## config.mk

```make
export PLATFORM = sky130hd
export DESIGN_NAME = inst_fetch
export DESIGN_NICKNAME = d
export VERILOG_FILES = /design/src/rtl/inst_fetch.sv
export SDC_FILE = /design/constraint.sdc
export NUM_CORES = 1
export LEC_CHECK = 0
export BUFFER_PORTS_ARGS = -buffer_cell sky130_fd_sc_hd__buf_2
export CAP_MARGIN = 0
export CORE_ASPECT_RATIO = 1.4
export CORE_MARGIN = 10
export CORE_UTILIZATION = 25
export CTS_BUF_LIST = sky130_fd_sc_hd__clkbuf_4 sky130_fd_sc_hd__clkbuf_8 sky130_fd_sc_hd__clkbuf_16
export DETAILED_ROUTE_END_ITERATION = 12
export SYNTH_ARGS = -nofsm -noshare
export SYNTH_HDL_FRONTEND = slang
export SYNTH_SLANG_ARGS = --single-unit
```

## constraint.sdc

```tcl
create_clock -name I_clk -period 8 [get_ports I_clk]
set_clock_uncertainty 0.1 [all_clocks]
set_input_delay 2.4 -clock I_clk [delete_from_list [all_inputs] [get_ports I_clk]]
set_output_delay 2.4 -clock I_clk [all_outputs]
set_load 0.01 [all_outputs]
```

## src/rtl/inst_fetch.sv

```systemverilog
// inst_fetch: instruction fetch stage feeding the decoder.
// Holds the fetch PC, issues one 16-bit word request at a time over a
// req/ack handshake and buffers returned words in a prefetch FIFO.
// Optional feature macro: IFETCH_PERF_CNT_EN adds the O_fetch_cnt
// delivered-instruction counter.
//
// Handshakes:
//   memory : O_mem_req/O_mem_addr are registered and held stable until a
//            cycle with I_mem_ack=1, which completes the transfer and
//            carries I_mem_data in that same cycle.
//   decoder: a head transfer happens on every rising edge where
//            O_inst_valid && I_inst_ready; O_inst/O_pc stay stable while
//            valid and not ready.
module inst_fetch #(
    parameter logic [15:0] RESET_PC   = 16'h0000,
    parameter int          FIFO_DEPTH = 4
) (
    input  logic        I_clk,
    input  logic        I_rst,
    input  logic        I_en,
    output logic        O_mem_req,
    output logic [15:0] O_mem_addr,
    input  logic        I_mem_ack,
    input  logic [15:0] I_mem_data,
    output logic [15:0] O_inst,
    output logic [15:0] O_pc,
    output logic        O_inst_valid,
    input  logic        I_inst_ready,
    input  logic        I_branch,
    input  logic [15:0] I_branch_tgt,
`ifdef IFETCH_PERF_CNT_EN
    output logic [15:0] O_fetch_cnt,
`endif
    output logic [1:0]  O_dbg_state
);

    localparam int PTR_W = (FIFO_DEPTH > 1) ? $clog2(FIFO_DEPTH) : 1;
    localparam int CNT_W = PTR_W + 1;
    localparam logic [CNT_W-1:0] DEPTH_C = CNT_W'(FIFO_DEPTH);

    // IDLE: nothing outstanding; REQ: request outstanding, data wanted;
    // FLUSH: request outstanding, data to be dropped after a redirect.
    typedef enum logic [1:0] {
        ST_IDLE  = 2'd0,
        ST_REQ   = 2'd1,
        ST_FLUSH = 2'd2
    } state_t;

    state_t             state;
    state_t             state_nx;
    logic [15:0]        fetch_pc;
    logic [15:0]        fetch_pc_nx;
    logic               req_nx;
    logic [15:0]        addr_nx;
    logic               push;
    logic               pop;

    logic [15:0]        fifo_inst [FIFO_DEPTH];
    logic [15:0]        fifo_pc   [FIFO_DEPTH];
    logic [PTR_W-1:0]   wr_ptr;
    logic [PTR_W-1:0]   rd_ptr;
    logic [CNT_W-1:0]   count;
    logic [CNT_W-1:0]   count_plus1;

    assign O_inst_valid = (count != '0);
    assign O_inst       = fifo_inst[rd_ptr];
    assign O_pc         = fifo_pc[rd_ptr];
    assign O_dbg_state  = state;
    assign pop          = O_inst_valid && I_inst_ready;
    assign count_plus1  = count + CNT_W'(1);

    // Next-state, next request and fetch PC; a redirect always wins over the PC increment.
    always_comb begin
        state_nx    = state;
        fetch_pc_nx = fetch_pc;
        req_nx      = O_mem_req;
        addr_nx     = O_mem_addr;
        push        = 1'b0;
        case (state)
            ST_IDLE: begin
                if (I_branch) begin
                    fetch_pc_nx = I_branch_tgt;
                end else if (I_en && (count < DEPTH_C)) begin
                    state_nx = ST_REQ;
                    req_nx   = 1'b1;
                    addr_nx  = fetch_pc;
                end
            end
            ST_REQ: begin
                if (I_mem_ack) begin
                    if (I_branch) begin
                        // Returned word belongs to the old path: drop it.
                        fetch_pc_nx = I_branch_tgt;
                        if (I_en) begin
                            addr_nx = I_branch_tgt;
                        end else begin
                            state_nx = ST_IDLE;
                            req_nx   = 1'b0;
                        end
                    end else begin
                        push        = 1'b1;
                        fetch_pc_nx = O_mem_addr + 16'd1;
                        if (I_en && (count_plus1 < DEPTH_C)) begin
                            addr_nx = O_mem_addr + 16'd1;
                        end else begin
                            state_nx = ST_IDLE;
                            req_nx   = 1'b0;
                        end
                    end
                end else if (I_branch) begin
                    // Request must still complete; remember to discard it.
                    fetch_pc_nx = I_branch_tgt;
                    state_nx    = ST_FLUSH;
                end
            end
            ST_FLUSH: begin
                if (I_branch) begin
                    fetch_pc_nx = I_branch_tgt;
                end
                if (I_mem_ack) begin
                    state_nx = ST_IDLE;
                    req_nx   = 1'b0;
                end
            end
            default: begin
                state_nx = ST_IDLE;
                req_nx   = 1'b0;
            end
        endcase
    end

    // FSM state, fetch PC and registered memory request.
    always_ff @(posedge I_clk) begin
        if (I_rst) begin
            state      <= ST_IDLE;
            fetch_pc   <= RESET_PC;
            O_mem_req  <= 1'b0;
            O_mem_addr <= 16'h0000;
        end else begin
            state      <= state_nx;
            fetch_pc   <= fetch_pc_nx;
            O_mem_req  <= req_nx;
            O_mem_addr <= addr_nx;
        end
    end

    // Prefetch FIFO: push returned words, pop on decoder transfer, clear on redirect.
    always_ff @(posedge I_clk) begin
        if (I_rst) begin
            wr_ptr <= '0;
            rd_ptr <= '0;
            count  <= '0;
            for (int i = 0; i < FIFO_DEPTH; i++) begin
                fifo_inst[i] <= 16'h0000;
                fifo_pc[i]   <= 16'h0000;
            end
        end else if (I_branch) begin
            wr_ptr <= '0;
            rd_ptr <= '0;
            count  <= '0;
        end else begin
            if (push) begin
                fifo_inst[wr_ptr] <= I_mem_data;
                fifo_pc[wr_ptr]   <= O_mem_addr;
                wr_ptr            <= wr_ptr + PTR_W'(1);
            end
            if (pop) begin
                rd_ptr <= rd_ptr + PTR_W'(1);
            end
            count <= count + CNT_W'(push) - CNT_W'(pop);
        end
    end

`ifdef IFETCH_PERF_CNT_EN
    // Delivered-instruction counter; only reset clears it, a redirect does not.
    always_ff @(posedge I_clk) begin
        if (I_rst) begin
            O_fetch_cnt <= 16'h0000;
        end else if (pop) begin
            O_fetch_cnt <= O_fetch_cnt + 16'd1;
        end
    end
`endif

endmodule

```

Word level (Yosys, flattened, before mapping)
Memory sizes are Yosys's and may differ from the RTL's. A register that Yosys moved wholly into a read port is not among the register bits.
Cells that the tools add are included.
{ "word_totals": {"ff_bits": 42, "mem_bits_rw": 128, "inputBits": 38, "memories": 2} }
{ "mem_list": {"columns": ["name", "words", "word_bits", "rd", "rd_ports_with_merged_regs", "write_ports", "line_no", "source"], "rows": [
  ["fifo_inst", 4, 16, 1, 1, 4, "58", "logic [15:0] fifo_inst [FIFO_DEPTH];"],
  ["fifo_pc", 4, 16, 1, 1, 4, "59", "logic [15:0] fifo_pc [FIFO_DEPTH];"]
]} }
{ "classes": {"n_addsub": 6, "n_lt_le_gt_ge": 2, "n_eq_ne": 12, "n_mux": 47, "n_reduce_logical": 14} }
{ "ops": {"columns": ["cell", "n"], "rows": [
  ["two-way mux 16 bit", 11],
  ["case mux 16 bit (2 select lines)", 2],
  ["OR reduction 16 bit", 2],
  ["two-way mux 2 bit", 14],
  ["two-way mux 1 bit", 18],
  ["AND reduction 6 bit", 3],
  ["adder 16 x 1 -> 16 bit, second input constant", 1],
  ["inequality test 3 bit, second input constant", 5],
  ["inequality test 2 bit, second input constant", 4],
  ["less-than comparator 3 bit, second input constant", 2],
  ["case mux 2 bit (3 select lines)", 1],
  ["adder 2 x 1 -> 2 bit, second input constant", 2],
  ["inequality test 4 bit, second input constant", 1],
  ["nonzero test 2 bit", 2],
  ["OR reduction 2 bit", 2],
  ["adder 3 x 1 -> 3 bit", 1],
  ["adder 3 x 1 -> 3 bit, second input constant", 1],
  ["logical AND 1 bit", 3],
  ["case mux 1 bit (3 select lines)", 1],
  ["nonzero test 3 bit", 1],
  ["subtractor 3 x 1 -> 3 bit", 1],
  ["equality test 2 x 1 -> 1 bit, second input constant", 1],
  ["equality test 2 bit, second input constant", 1],
  ["zero test 2 bit", 1]
]} }

Depth between registers and ports, before layout
Gate-level depths: netlist (run 1).
{ "depth": {"depth_word": 9, "mapped_depth": 8, "depth_no_buf": 8} }

Worst setup path before layout (run 1)
OpenSTA, ideal clock, no wires.
{ "synth_path": {"kind": "input-to-reg", "startpoint": "input I_branch", "endpoint": "memory fifo_inst[0][0], enable pin", "arrival_time_ns": 5.668, "required_time_ns": 7.430, "path_slack_ns": 1.762, "path_stages": 5, "n_path_buf": 3, "path_cell_list": "buf_2 or3b_1 clkbuf_1 buf_2 o31ai_1"} }
{ "synth_rtl": {"columns": ["element", "line_no", "source"], "rows": [
  ["from (decl)", "29", "input logic I_branch,"],
  ["to (decl)", "58", null]
]} }

==> results of run 1 <==
state kept, by name, indices dropped and copies added, names as in the netlist, 2 cells and up, named ones only:
signal       cells
O_mem_addr      16
rd_ptr           2
fifo_inst       64
O_dbg_state      2
wr_ptr           2
fetch_pc        16
fifo_pc         64
count            3
cell type report:
type                            count  area (sq um)
Fill cell                        3241         22100
Sequential cell                   172          4730
Multi-Input combinational cell    421          2930
Timing Repair Buffer               96           498
Tap cell                          395           494
Clock buffer                       17           425
Inverter                           45           169
Clock inverter                     15           159
metal layers:
layer  global-route usage, %  vias to the layer above  wire, um
met2                    18.2                      177     10700
met5                       0                        -         0
met1                    13.1                     2767      8890
li1                        -                     2604         -
met4                    3.65                        0       363
met3                    2.36                       21      1280
synthesized netlist by cell type (7+ instances only):
| master | number |
|---|---|
| and2_1 | 24 |
| inv_1 | 43 |
| clkbuf_1 | 26 |
| a21oi_1 | 29 |
| nand2b_1 | 7 |
| o221ai_1 | 8 |
| nor2_1 | 108 |
| dfxtp_1 | 44 |
| edfxtp_1 | 128 |
| mux4_2 | 32 |
| nor3_1 | 11 |
| nand2_1 | 70 |
| o21ai_0 | 22 |
| buf_2 | 17 |
| nand3_1 | 9 |
| xnor2_1 | 15 |
worst max-delay path, stage by stage:
cell	delay, ns
buf_2	0.35
or3b_1	0.72
nor2_2	0.41
nand2_1	0.24
o21ai_4	0.93
report_power, final:
group,internal (W),total (W),switching (W),leakage (nW)
Clock,0.000445,0.000826,0.000381,0.287
Sequential,0.000990,0.00101,0.0000243,1.69
Combinational,0.0000519,0.000136,0.0000838,1.63
worst paths after layout:
kind,start,to,slack [ns],depth (start not counted)
worst min-delay path,fetch_pc[2],O_mem_addr[2],0.39,2
worst max-delay path,I_branch,fifo_inst[1][12],2.85,5
worst min register to register,fetch_pc[2],O_mem_addr[2],0.39,2
worst max register to register,O_dbg_state[0],fifo_inst[1][12],4.47,4
kinds of logic after synthesis:
kind of cell / count (synthesis)
mux: 36
compound gates: 102
xor+xnor: 19
buf+inv: 91
fa+ha+maj: 4
simple gates: 260
flops: 172
stage by stage:
step	instances	setup slack, ns	cell area, sq um	utilization (%)
6_report	1161	2.85	9400	29.8
5_1_grt	1161	2.66	9400	29.8
4_1_cts	1161	2.83	9400	29.8
3_5_place_dp	1129	2.37	8810	28.0
3_3_place_gp	1129	2.46	8810	28.0
2_1_floorplan	684	1.76	7970	-
==> out/metrics.yaml, run 1 <==
grt:
  grt_pass1_wl_um: 32500
  grt_max_degree: 48
  grt_usage_pct: 10.7
  antenna_found_initial: 1
  grt-ovfl-total: 0
  first_global_vias: 5593
logic_synthesis:
  synth.area.mux_share_pct: 9.58
  async_flop_share_pct: 0
  synth_fp_nets: 726
  synth_xor_xnor_area_share_pct: 2.09
  synth_flop_cell: "edfxtp_1"
  yosys.cell_types.count: 63
  ys_seq_area_share_pct: 59.3
  synth_edf_count: 128
  ys_seq_elements: 172
  synth_warnings: 0
  synth-compound-area-share_pct: 8.53
  syn_area_sq_um: 7970
  avgSynthCellArea_sq_um: 11.6
  syn_inst: 684
  synthSimpleGateAreaFrac_pct: 15.2
  yosys.area_share.adder_pct: 0.722
  yosysTopAreaCell: "edfxtp_1"
  synth_top_family_by_area: "simple AND/OR/NAND/NOR gates"
  synth_top_cell_area_share_pct: 48.2
  synth.area.top_cells: "edfxtp_1 (48%), dfxtp_1 (11%), mux4_2 (9.0%)"
timing:
  rsz0062_at_grt: "false"
  fin_tns_setup_ns: 0
  setup-violations-final: 0
  worstMarginPinSlew_ns: 1.24
  holdWs_ns: 0.390
  slew_headroom_pct: 17.4
  timing.final.hold_violations: 0
  period_share_pct: 64.4
  slew_viol_final: 0
  fmax_mhz: 194
  finalCriticalPeriod_ns: 5.15
die:
  floorplan.initialDensity_pct: 25.3
  core-area_sq_um: 31500
  die_h_um: 231
  num_io_pins: 90
  die_area_sq_um: 39500
  row_count: 77
  fp.dieW_um: 171
routing:
  via_per_inst: 4.80
  wire_per_inst_um: 18.3
  route.detailed.drc: 0
  drt_iter0_drc: 522
  ant_nets: 0
  firstDrtPassIters: 6
  vias: 5569
  routed_wl_um: 21200
clock_tree:
  cts_setup_buffers: 0
  clk_path_buf_depth: 2
  hold_buffers: 0
  cts_resized: 0
  cts_made_buffers: 17
  clk_latency_ns: 0.43
  cts-root-buf: "clkbuf_16"
  clkTransAtPathRegs_ns: 0.07
  cts.htree.levels: 4
  cts_sinks: 172
  cts_tree: "done"
power:
  leakage_nw: 3.60
  ir_drop_mv: 0.125
  p_per_area_nw_per_um2: 210
  p_total_w: 0.00198
flow_run:
  maxCapViolations: 0
finish:
  final_cell_mix: "edfxtp_1 (128), nor2_1 (108), buf_2 (89)"
  antenna_cells: 0
  area_delta_synth_final_pct: 18.0
  final_common_cell: "edfxtp_1"
  layout.nets: 795
  drive_gt1_share_pct: 23.5
place:
  portBuffers: 89
  dp_hpwl_um: 14100
  place_congestion: 0.819
setup_path:
  worstPathArrival_ns: 5.10
  endpoint_kind: "register"
  required_ns: 7.95
  setup.worst_path.start_class: "primary input"
  critical_path_class: "in -> reg"
  path_max_fanout: 47
hold_path:
  hold_path.class: "reg -> reg"
status:
  status: "complete, no violations"
Note: power is estimated with default switching activity, not from simulation.
==> run 2, diff against run 1 <==
==> constraint.sdc (replaced) <==
create_clock -name I_clk -period 4.9 [get_ports I_clk]
set_clock_uncertainty 0.1 [all_clocks]
set_input_delay 1.47 -clock I_clk [delete_from_list [all_inputs] [get_ports I_clk]]
set_output_delay 1.47 -clock I_clk [all_outputs]
set_load 0.01 [all_outputs]
==> run 2 against run 1 <==
Compared with the run above: total power grew 61%; via count shrank 0.99%; final area grew 0.41%; critical path depth shrank 2; highest routed layer unchanged.
==> out/metrics.yaml, run 2 (synthesis results as in run 1) <==
place:
  place_area_sq_um: 8870  # +0.62%
  dp_hpwl_um: 14000  # -0.56%
  portBuffers: 89  # unchanged
  place_congestion: 0.813  # -0.62%
  post-place-ws_ns: 1.08  # -1.29 ns
grt:
  antenna_found_initial: 0  # -1
  grt_pass1_wl_um: 32300  # -0.53%
  grt_max_degree: 48  # unchanged
  grt_usage_pct: 10.6  # -0.076 points
  grt-ovfl-total: 0  # unchanged
  first_global_vias: 5572  # -0.38%
timing:
  fmax_mhz: 274
  period_share_pct: 74.6
  setup-violations-final: 0  # unchanged
  timing.final.hold_violations: 0  # unchanged
  slew_headroom_pct: 27.7  # +10 points
  layout_setup_ws_ns: 1.24  # -1.60 ns
  rsz0062_at_grt: "false"
  finalCriticalPeriod_ns: 3.66
  slew_viol_final: 0  # unchanged
  worstMarginPinSlew_ns: 1.08  # -0.152 ns
  fin_tns_setup_ns: 0  # unchanged
clock_tree:
  cts_made_buffers: 17  # unchanged
  hold_buffers: 0  # unchanged
  cts.htree.levels: 4  # unchanged
  clk_latency_ns: 0.42  # about the same
  cts-root-buf: "clkbuf_16"
  cts_sinks: 172  # unchanged
  clkTransAtPathRegs_ns: 0.07  # about the same
  cts_setup_buffers: 0  # unchanged
  clk_path_buf_depth: 2  # unchanged
  cts_tree: "done"
  cts_resized: 0  # unchanged
hold_path:
  hold_path.class: "reg -> reg"
setup_path:
  cpPeakStageDelay_ns: 0.63  # -0.30 ns
  setup.worst_path.start_class: "register"
  path_max_fanout: 32  # -32%
  slowest_stage: "mux4_2"
  required_ns: 3.33  # -4.62 ns
  critical_path_class: "reg -> out"
  worstPathArrival_ns: 2.09  # -3.01 ns
  crit_path_cell_trace: "buf_4, mux4_2, buf_2"
  endpoint_kind: "output port"
finish:
  final_cell_mix: "edfxtp_1 (128), nor2_1 (108), buf_2 (89)"
  fin_area_sq_um: 9440  # +0.41%
  final_common_cell: "edfxtp_1"
  area_delta_synth_final_pct: 18.5
  drive_gt1_share_pct: 23.9  # +0.40 points
  top_regs: "fifo_inst (64), fifo_pc (64)"
  fill_cells: 3193  # -1.5%
  layout.nets: 799  # +0.50%
  antenna_cells: 0  # unchanged
die:
  fp.dieW_um: 171  # unchanged
  die_area_sq_um: 39500  # unchanged
  row_count: 77  # unchanged
  num_io_pins: 90  # unchanged
  floorplan.initialDensity_pct: 25.3  # unchanged
  core-area_sq_um: 31500  # unchanged
  die_h_um: 231  # unchanged
power:
  p_per_area_nw_per_um2: 337  # +60%
  p_total_w: 0.00318  # +61%
  leakage_nw: 3.62  # +0.73%
  ir_drop_mv: 0.173  # +38%
routing:
  firstDrtPassIters: 5  # -1
  vias: 5514  # -0.99%
  routed_wl_um: 21100  # -0.33%
  wire_per_inst_um: 18.1  # -0.68%
  drt_iter0_drc: 490  # -6.1%
  route.detailed.drc: 0  # unchanged
  via_per_inst: 4.73  # -1.3%
  ant_nets: 0  # unchanged
flow_run:
  maxCapViolations: 0  # unchanged
status:
  status: "complete, no violations"
run 2: stage by stage:
step                utilization (%)  std cells  hold WS [ns]
floorplan                         -        684         0.337
global placement               28.2       1133         0.359
detailed placement             28.2       1133         0.366
CTS                            30.0       1165         0.379
global route                   30.0       1165         0.406
finish                         30.0       1165         0.381
run 2: path summary, 6_finish.rpt:
kind | endpoint | slack, ns | cells after the start | startpoint
setup / recovery | O_pc[3] | 1.24 | 3 | register
hold / removal | O_mem_addr[2] | 0.38 | 2 | fetch_pc[2]
setup reg to reg | fifo_pc[2][7] | 1.99 | 5 | O_dbg_state[0]
hold reg to reg | O_mem_addr[2] | 0.38 | 2 | fetch_pc[2]
run 2: power breakdown:
part | switching [W] | internal [W] | leakage, nW | total [W]
Clock | 0.000622 | 0.000679 | 0.285 | 0.00130
Sequential | 0.0000401 | 0.00162 | 1.69 | 0.00166
Combinational | 0.000137 | 0.0000887 | 1.65 | 0.000226
run 2: cell type report:
cell class	count	area, sq um	area share, %
clock buffers	17	425	4.51
clock inverters	15	143	1.51
inverters	45	169	1.79
multi-input cells	421	2930	31.0
flip-flops and latches	172	4730	50.1
well taps	395	494	5.24
repair buffers	100	553	5.86
run 2: worst max-delay path: cells and delay by family, from the launching register on:
family / cells / cell delay [ns]
muxes: 1 / 0.63
buffers and inverters: 2 / 0.69
DFF: 1 / 0.31
run 2: per-layer routing:
layer | track usage [%] | wire length, um | vias up
met4 | 3.11 | 212 | 0
met1 | 12.3 | 8760 | 2705
met3 | 2.59 | 1230 | 15
li1 | - | - | 2611
met5 | 0 | 0 | -
met2 | 18.9 | 10900 | 183
